--- config.mk ---
export PLATFORM = sky130hd
export DESIGN_NAME = lmsm_sequencer_flat
export DESIGN_NICKNAME = d
export VERILOG_FILES = /design/src/rtl/lmsm_if.sv /design/src/rtl/lmsm_sequencer.sv /design/src/flat_wrapper.sv
export SDC_FILE = /design/constraint.sdc
export NUM_CORES = 1
export LEC_CHECK = 0
export ABC_AREA = 1
export CORE_AREA = 2 2 69 71
export DETAILED_ROUTE_END_ITERATION = 10
export DIE_AREA = 0 0 71 73
export PLACE_DENSITY = 0.88
export SYNTH_ARGS = -nofsm -noshare
export SYNTH_HDL_FRONTEND = slang
export SYNTH_SLANG_ARGS = --single-unit
--- constraint.sdc ---
create_clock -name clk -period 3.8 [get_ports clk]
set_input_delay 0.76 -clock clk [delete_from_list [all_inputs] [get_ports clk]]
set_output_delay 0.76 -clock clk [all_outputs]
set_load 0.1 [all_outputs]
--- src/rtl/lmsm_if.sv ---
// lmsm_if: controller/memory-side bundle for the LM/SM sequencer
interface lmsm_if #(
  parameter int ADDR_W = 16,
  parameter int LIST_W = 8
);
  localparam int SEL_W = $clog2(LIST_W);
  localparam int CNT_W = $clog2(LIST_W + 1);
  logic              start;
  logic              is_store;
  logic [LIST_W-1:0] reg_list;
  logic [ADDR_W-1:0] base_addr;
  logic              mem_ready;
  logic [ADDR_W-1:0] mem_addr;
  logic              mem_re;
  logic              mem_we;
  logic              rf_we;
  logic [SEL_W-1:0]  reg_sel;
  logic              busy;
  logic              done;
  logic [CNT_W-1:0]  xfer_count;
  logic              wb_en;
  logic [ADDR_W-1:0] wb_data;
  modport master (
    output start, is_store, reg_list, base_addr, mem_ready,
    input  mem_addr, mem_re, mem_we, rf_we, reg_sel, busy, done, xfer_count, wb_en, wb_data
  );
  modport slave (
    input  start, is_store, reg_list, base_addr, mem_ready,
    output mem_addr, mem_re, mem_we, rf_we, reg_sel, busy, done, xfer_count, wb_en, wb_data
  );
endinterface

--- src/rtl/lmsm_sequencer.sv ---
// lmsm_sequencer: walks an LM/SM register list lowest-bit-first, one word per transfer.
// Define LMSM_WRITEBACK_EN to drive wb_en/wb_data (base + transfers) in the DONE cycle.
module lmsm_sequencer #(
  parameter int ADDR_W = 16,
  parameter int LIST_W = 8
) (
  input logic   clk,
  input logic   proc_rst,
  lmsm_if.slave bus
);
  localparam int SEL_W = $clog2(LIST_W);
  localparam int CNT_W = $clog2(LIST_W + 1);
  typedef enum logic [1:0] {IDLE, ACCESS, DONE} state_t;
  state_t            state, state_n;
  logic [LIST_W-1:0] pending, rest;
  logic [ADDR_W-1:0] addr;
  logic [CNT_W-1:0]  count;
  logic              store;
  logic [SEL_W-1:0]  low;
  logic              acc, take;
  assign rest = pending & (pending - LIST_W'(1));
  assign acc  = state == ACCESS;
  assign take = state == IDLE && bus.start;
  always_comb begin
    low = '0;
    for (int i = LIST_W - 1; i >= 0; i--) low = pending[i] ? SEL_W'(i) : low;
  end
  always_ff @(posedge clk) state <= !proc_rst ? IDLE : state_n;
  always_comb begin
    state_n = state == IDLE   ? (bus.start ? (bus.reg_list != '0 ? ACCESS : DONE) : IDLE) :
              state == ACCESS ? (bus.mem_ready && rest == '0 ? DONE : ACCESS) : IDLE;
  end
  always_ff @(posedge clk) begin
    if (!proc_rst) begin
      pending <= '0;
      addr    <= '0;
      count   <= '0;
      store   <= 1'b0;
    end else if (take) begin
      pending <= bus.reg_list;
      addr    <= bus.base_addr;
      count   <= '0;
      store   <= bus.is_store;
    end else if (acc && bus.mem_ready) begin
      pending <= rest;
      addr    <= addr + ADDR_W'(1);
      count   <= count + CNT_W'(1);
    end
  end
  always_comb begin
    bus.busy       = acc;
    bus.done       = state == DONE;
    bus.mem_addr   = acc ? addr : '0;
    bus.mem_we     = acc & store;
    bus.mem_re     = acc & ~store;
    bus.rf_we      = acc & ~store & bus.mem_ready;
    bus.reg_sel    = acc ? low : '0;
    bus.xfer_count = count;
  end
`ifdef LMSM_WRITEBACK_EN
  logic [ADDR_W-1:0] base;
  always_ff @(posedge clk) base <= !proc_rst ? '0 : take ? bus.base_addr : base;
  assign bus.wb_en   = state == DONE;
  assign bus.wb_data = state == DONE ? base + ADDR_W'(count) : '0;
`else
  assign bus.wb_en   = 1'b0;
  assign bus.wb_data = '0;
`endif
endmodule

--- src/flat_wrapper.sv ---
// flat-port wrapper written by rule: the top's interface ports become plain ports
module lmsm_sequencer_flat 
#(
  parameter int ADDR_W = 16,
  parameter int LIST_W = 8
)
  (clk, proc_rst, bus_start, bus_is_store, bus_reg_list, bus_base_addr, bus_mem_ready, bus_mem_addr, bus_mem_re, bus_mem_we, bus_rf_we, bus_reg_sel, bus_busy, bus_done, bus_xfer_count, bus_wb_en, bus_wb_data);
  lmsm_if #(.ADDR_W(ADDR_W), .LIST_W(LIST_W)) bus_i ();
  input logic clk;
  input logic proc_rst;
  input wire logic [$bits(bus_i.start)-1:0] bus_start;
  input wire logic [$bits(bus_i.is_store)-1:0] bus_is_store;
  input wire logic [$bits(bus_i.reg_list)-1:0] bus_reg_list;
  input wire logic [$bits(bus_i.base_addr)-1:0] bus_base_addr;
  input wire logic [$bits(bus_i.mem_ready)-1:0] bus_mem_ready;
  output wire logic [$bits(bus_i.mem_addr)-1:0] bus_mem_addr;
  output wire logic [$bits(bus_i.mem_re)-1:0] bus_mem_re;
  output wire logic [$bits(bus_i.mem_we)-1:0] bus_mem_we;
  output wire logic [$bits(bus_i.rf_we)-1:0] bus_rf_we;
  output wire logic [$bits(bus_i.reg_sel)-1:0] bus_reg_sel;
  output wire logic [$bits(bus_i.busy)-1:0] bus_busy;
  output wire logic [$bits(bus_i.done)-1:0] bus_done;
  output wire logic [$bits(bus_i.xfer_count)-1:0] bus_xfer_count;
  output wire logic [$bits(bus_i.wb_en)-1:0] bus_wb_en;
  output wire logic [$bits(bus_i.wb_data)-1:0] bus_wb_data;
  assign bus_i.start = bus_start;
  assign bus_i.is_store = bus_is_store;
  assign bus_i.reg_list = bus_reg_list;
  assign bus_i.base_addr = bus_base_addr;
  assign bus_i.mem_ready = bus_mem_ready;
  assign bus_mem_addr = bus_i.mem_addr;
  assign bus_mem_re = bus_i.mem_re;
  assign bus_mem_we = bus_i.mem_we;
  assign bus_rf_we = bus_i.rf_we;
  assign bus_reg_sel = bus_i.reg_sel;
  assign bus_busy = bus_i.busy;
  assign bus_done = bus_i.done;
  assign bus_xfer_count = bus_i.xfer_count;
  assign bus_wb_en = bus_i.wb_en;
  assign bus_wb_data = bus_i.wb_data;
  lmsm_sequencer #(.ADDR_W(ADDR_W), .LIST_W(LIST_W)) u_core (.clk(clk), .proc_rst(proc_rst), .bus(bus_i));
endmodule
After elaboration in Yosys (flattened, before gate mapping)

Cells that the tools add are included.
W data, S select, Z words.

$add $sub $neg: 3
Equal/unequal tests: 2
Mux-type cells: 19
Bitwise operators: 6
Reductions and logical operators: 8

Operators with widths:

| operator                | number |
|---|---|
| $mux W16                | 3 |
| $mux W3                 | 9 |
| $add A16 B1 Y16 const B | 1 |
| $mux W8                 | 2 |
| $mux W2                 | 5 |
| $and A8 B8 Y8           | 1 |
| $logic_not A8 Y1        | 1 |
| $reduce_bool A8 Y1      | 1 |
| $sub A8 B1 Y8 const B   | 1 |
| $add A4 B1 Y4 const B   | 1 |
| $and A1 B1 Y1           | 3 |
| $logic_and A1 B1 Y1     | 3 |
| $eq A2 B1 Y1 const B    | 1 |
| $eq A2 B2 Y1 const B    | 1 |
| $logic_not A2 Y1        | 1 |
| $not A1 Y1              | 2 |
| $reduce_bool A2 Y1      | 1 |
| $reduce_or A2 Y1        | 1 |

Register bits after elaboration: 31
Input bits: 29
Word-level logic and storage cells: 43

Longest topological paths before layout

Word-level depth: 9
Mapped depth: 10
Depth with buffers taken out: 10

Least setup slack after synthesis

No wires, ideal clock.

Path kind: register to output
From: reg u_core.state[1]
To: out bus_reg_sel[2]
Data arrival time: 3.051 ns
Setup slack: -0.011 ns
Cell stages (with the launch flop): 5
Path through: dfxtp_1 -> inv_2 -> nand2_1 -> clkbuf_1 -> a311oi_1

Cells in the longest elaborated chain, start to end: 2

RTL lines:

| what                   | RTL line             | text |
|---|---|---|
| from (decl)            | lmsm_sequencer.sv:14 | `state_t state, state_n;` |
| from (signal assigned) | lmsm_sequencer.sv:28 | `always_ff @(posedge clk) state <= !proc_rst ? IDLE : state_n;` |
| $eq A2 B1 Y1           | lmsm_sequencer.sv:22 | `assign acc = state == ACCESS;` |
| $mux W3                | lmsm_sequencer.sv:57 | `bus.reg_sel = acc ? low : '0;` |
| to (decl)              | flat_wrapper.sv:20   | `output wire logic [$bits(bus_i.reg_sel)-1:0] bus_reg_sel;` |

No other way between the ends.

Final worst setup path

From: reg u_core.state[0]
To: out bus_busy

Cells in the longest elaborated chain, start to end: 1

RTL lines:

| what         | RTL line             | text |
|---|---|---|
| $eq A2 B1 Y1 | lmsm_sequencer.sv:22 |  |
| to (decl)    | flat_wrapper.sv:21   | `output wire logic [$bits(bus_i.busy)-1:0] bus_busy;` |

No other way between the ends.

==> flow_summary.json <==
{
  "vias_per_cell": 5.26,
  "dieArea_sq_mm": 0.00518,
  "grt_pass1_vias": 2167,
  "crit_arrival_ns": 2.05,
  "final_cells": 436,
  "synthAdderAreaFrac": 0.0120,
  "p_clk_frac": 0.260,
  "muxShareOfSynthArea": 0,
  "wire_per_inst_um": 12.4,
  "hp-class": "flip-flop to flip-flop",
  "ys_ff_latch": 31,
  "grt_max_degree": 28,
  "cts_resized": 0,
  "cts_max_path_buffers": 2,
  "peakVddDrop_mv": 0.214,
  "port-buffer-count": 56,
  "setup_viol": 0,
  "finalWirelength_um": 5430,
  "core_sq_mm": 0.00454,
  "skew_ns": 0.00977,
  "avgSynthCellArea_sq_um": 6.32,
  "gr-usage-all-layers": 0.215,
  "holdWs_ns": 0.486,
  "timing.final.ws_setup_ns": 0.994,
  "drive_gt1_frac": 0.123,
  "synth-edff-count": 0,
  "die_h_um": 73,
  "initial_utilization": 0.461,
  "drv_slew": 0,
  "fin_crit_ns": 2.81,
  "synth_compound_area_frac": 0.139,
  "rsz0062_at_grt": "false",
  "powerDensity_mw_per_mm2": 393,
  "cts_setup_buffers": 0,
  "fmax_mhz": 356,
  "cts_buffers": 5,
  "status": "finished clean",
  "num_antenna_cells": 0,
  "cts_tree": "done",
  "synthSimpleGateAreaFrac": 0.390,
  "first_pass_iters": 7,
  "pwr-share-comb": 0.378,
  "hold_viol_final": 0,
  "final.setup.tns_ns": 0,
  "dp_worst_setup_slack_ns": 1.12,
  "synth-seq-area-share": 0.297,
  "grt-ovfl-total": 0,
  "synth_cell_types": 35,
  "syn-instance-count": 331,
  "area_growth_pct": 26.0,
  "crit_fanout": 4,
  "root_buffer": "clkbuf_8",
  "htree_levels": 2,
  "clk_latency_ns": 0.29,
  "dpl.hpwl_um": 3900,
  "netlist_area_sq_mm": 0.00209,
  "pwr-share-seq": 0.362,
  "grt_pass1_wl_um": 8980,
  "nets": 413,
  "p_leak_uw": 0.00113,
  "worst_slew_pin_slew_ns": 0.970,
  "synth_top_family_by_area": "simple AND/OR/NAND/NOR gates",
  "start_kind": "flip-flop",
  "drt_iter0_markers": 183,
  "async_flop_share": 0,
  "clock-sinks": 31,
  "endpoint_kind": "output port",
  "intPower_uw": 588,
  "cts-hold-fix-buffers": 0,
  "switchingPower_uw": 448,
  "antenna_found_initial": 0,
  "ant_nets": 0,
  "yosysWarnings": 0,
  "period_share": 0.738,
  "swShare": 0.433,
  "synth_ff_type": "dfxtp_1",
  "io_pins": 74,
  "dieWidth_um": 71,
  "clkTransAtPathRegs_ns": 0.06,
  "crit_required_ns": 3.04,
  "cap_violations": 0,
  "place.gp.congestion": 0.878,
  "drc_errors": 0,
  "max-slew-margin-rel": 0.352,
  "dp.cells": 429,
  "worstSetupPathType": "flip-flop to output port",
  "vias": 2293,
  "rows": 25,
  "synthXorXnorAreaFrac": 0.00419
}
-- path summary, 6_finish.rpt --
check | startpoint | end | slack (ns) | cells after the start
setup / recovery | u_core.state[0]$_SDFF_PN0_ | bus_busy | 0.99 | 3
hold / removal | u_core.store$_SDFFE_PN0P_ | u_core.store$_SDFFE_PN0P_ | 0.49 | 2
setup reg to reg | u_core.state[1]$_SDFF_PN0_ | u_core.bus.xfer_count[2]$_SDFFE_PP0P_ | 1.62 | 6
hold reg to reg | u_core.store$_SDFFE_PN0P_ | u_core.store$_SDFFE_PN0P_ | 0.49 | 2
-- cell usage after synthesis (all sizes together), types with 2 or more instances --
cell    instances  share of area
nand2          80           0.15
nor2           61           0.12
inv            37          0.068
dfxtp          31           0.30
nand3          27          0.071
buf            24          0.080
a21oi          18          0.043
nor3            8          0.019
a31oi           7          0.021
nand4           5          0.015
o21ai           5          0.012
clkbuf          4         0.0072
o211ai          4          0.014
a221oi          3          0.022
a211oi          2         0.0072
ha              2          0.012
o221ai          2         0.0084
or2             2         0.0060
-- placed cells by master (no fill, tap or decap), drive strengths merged, types with 3 or more instances in the layout --
| master | n |
|---|---|
| nand4 | 5 |
| o211ai | 4 |
| buf | 22 |
| clkbuf | 6 |
| a21oi | 18 |
| dfxtp | 31 |
| nand2 | 80 |
| inv | 37 |
| a221oi | 3 |
| conb | 17 |
| o21ai | 5 |
| clkdlybuf4s50 | 34 |
| nor2 | 61 |
| nor3 | 8 |
| a31oi | 7 |
| nand3 | 27 |
-- sequential cells by signal, indices dropped and copies added (netlist names) --
register               flops
u_core.addr               16
u_core.store               1
u_core.state               2
u_core.pending             8
u_core.bus.xfer_count      4
-- stage by stage --
stage / total power (uW) / utilization / cell area [sq um]
floorplan: 703 / - / 2160
global placement: 767 / 0.562 / 2550
detailed placement: 772 / 0.562 / 2550
CTS: 1040 / 0.581 / 2640
global route: 1080 / 0.581 / 2640
finish: 1040 / 0.581 / 2640
-- cell type report --
class / count / area, sq um
fill: 441 / 1900
multi-input combinational: 250 / 1210
sequential: 31 / 621
timing repair buffer: 56 / 505
inverter: 38 / 145
clock buffer: 6 / 82.6
tap: 54 / 67.6
clock inverter: 1 / 5.00
-- metal layers --
metal  part of all wire  global-route usage  up-vias  routed length (um)
li1                   -                   -     1141                   -
met1               0.43               0.254     1047                2320
met2               0.50               0.384       97                2720
met3              0.058              0.0539        8                 316
met4              0.012              0.0671        0                  66
met5                  0                   0        -                   0
-- critical path, cell delays in order (launching register included) --
cell and delay [ns]:
dfxtp_1 0.36, inv_2 0.08, nor2_4 0.15, clkdlybuf4s50_1 1.16
-- power by group through the flow --
stage               sequential, uW  clock [uW]  combinational [uW]
CTS                            374         271                 391
detailed placement             381           0                 391
finish                         375         270                 392
global route                   378         282                 420
floorplan                      383           0                 320
global placement               380           0                 388
-- kinds of logic after synthesis --
| logic type | Yosys count |
|---|---|
| compound gates | 44 |
| xor+xnor | 1 |
| fa+ha+maj | 2 |
| buf+inv | 66 |
| flops | 31 |
| other cells | 1 |
| simple gates | 186 |
(Power assumes the default switching activity.)
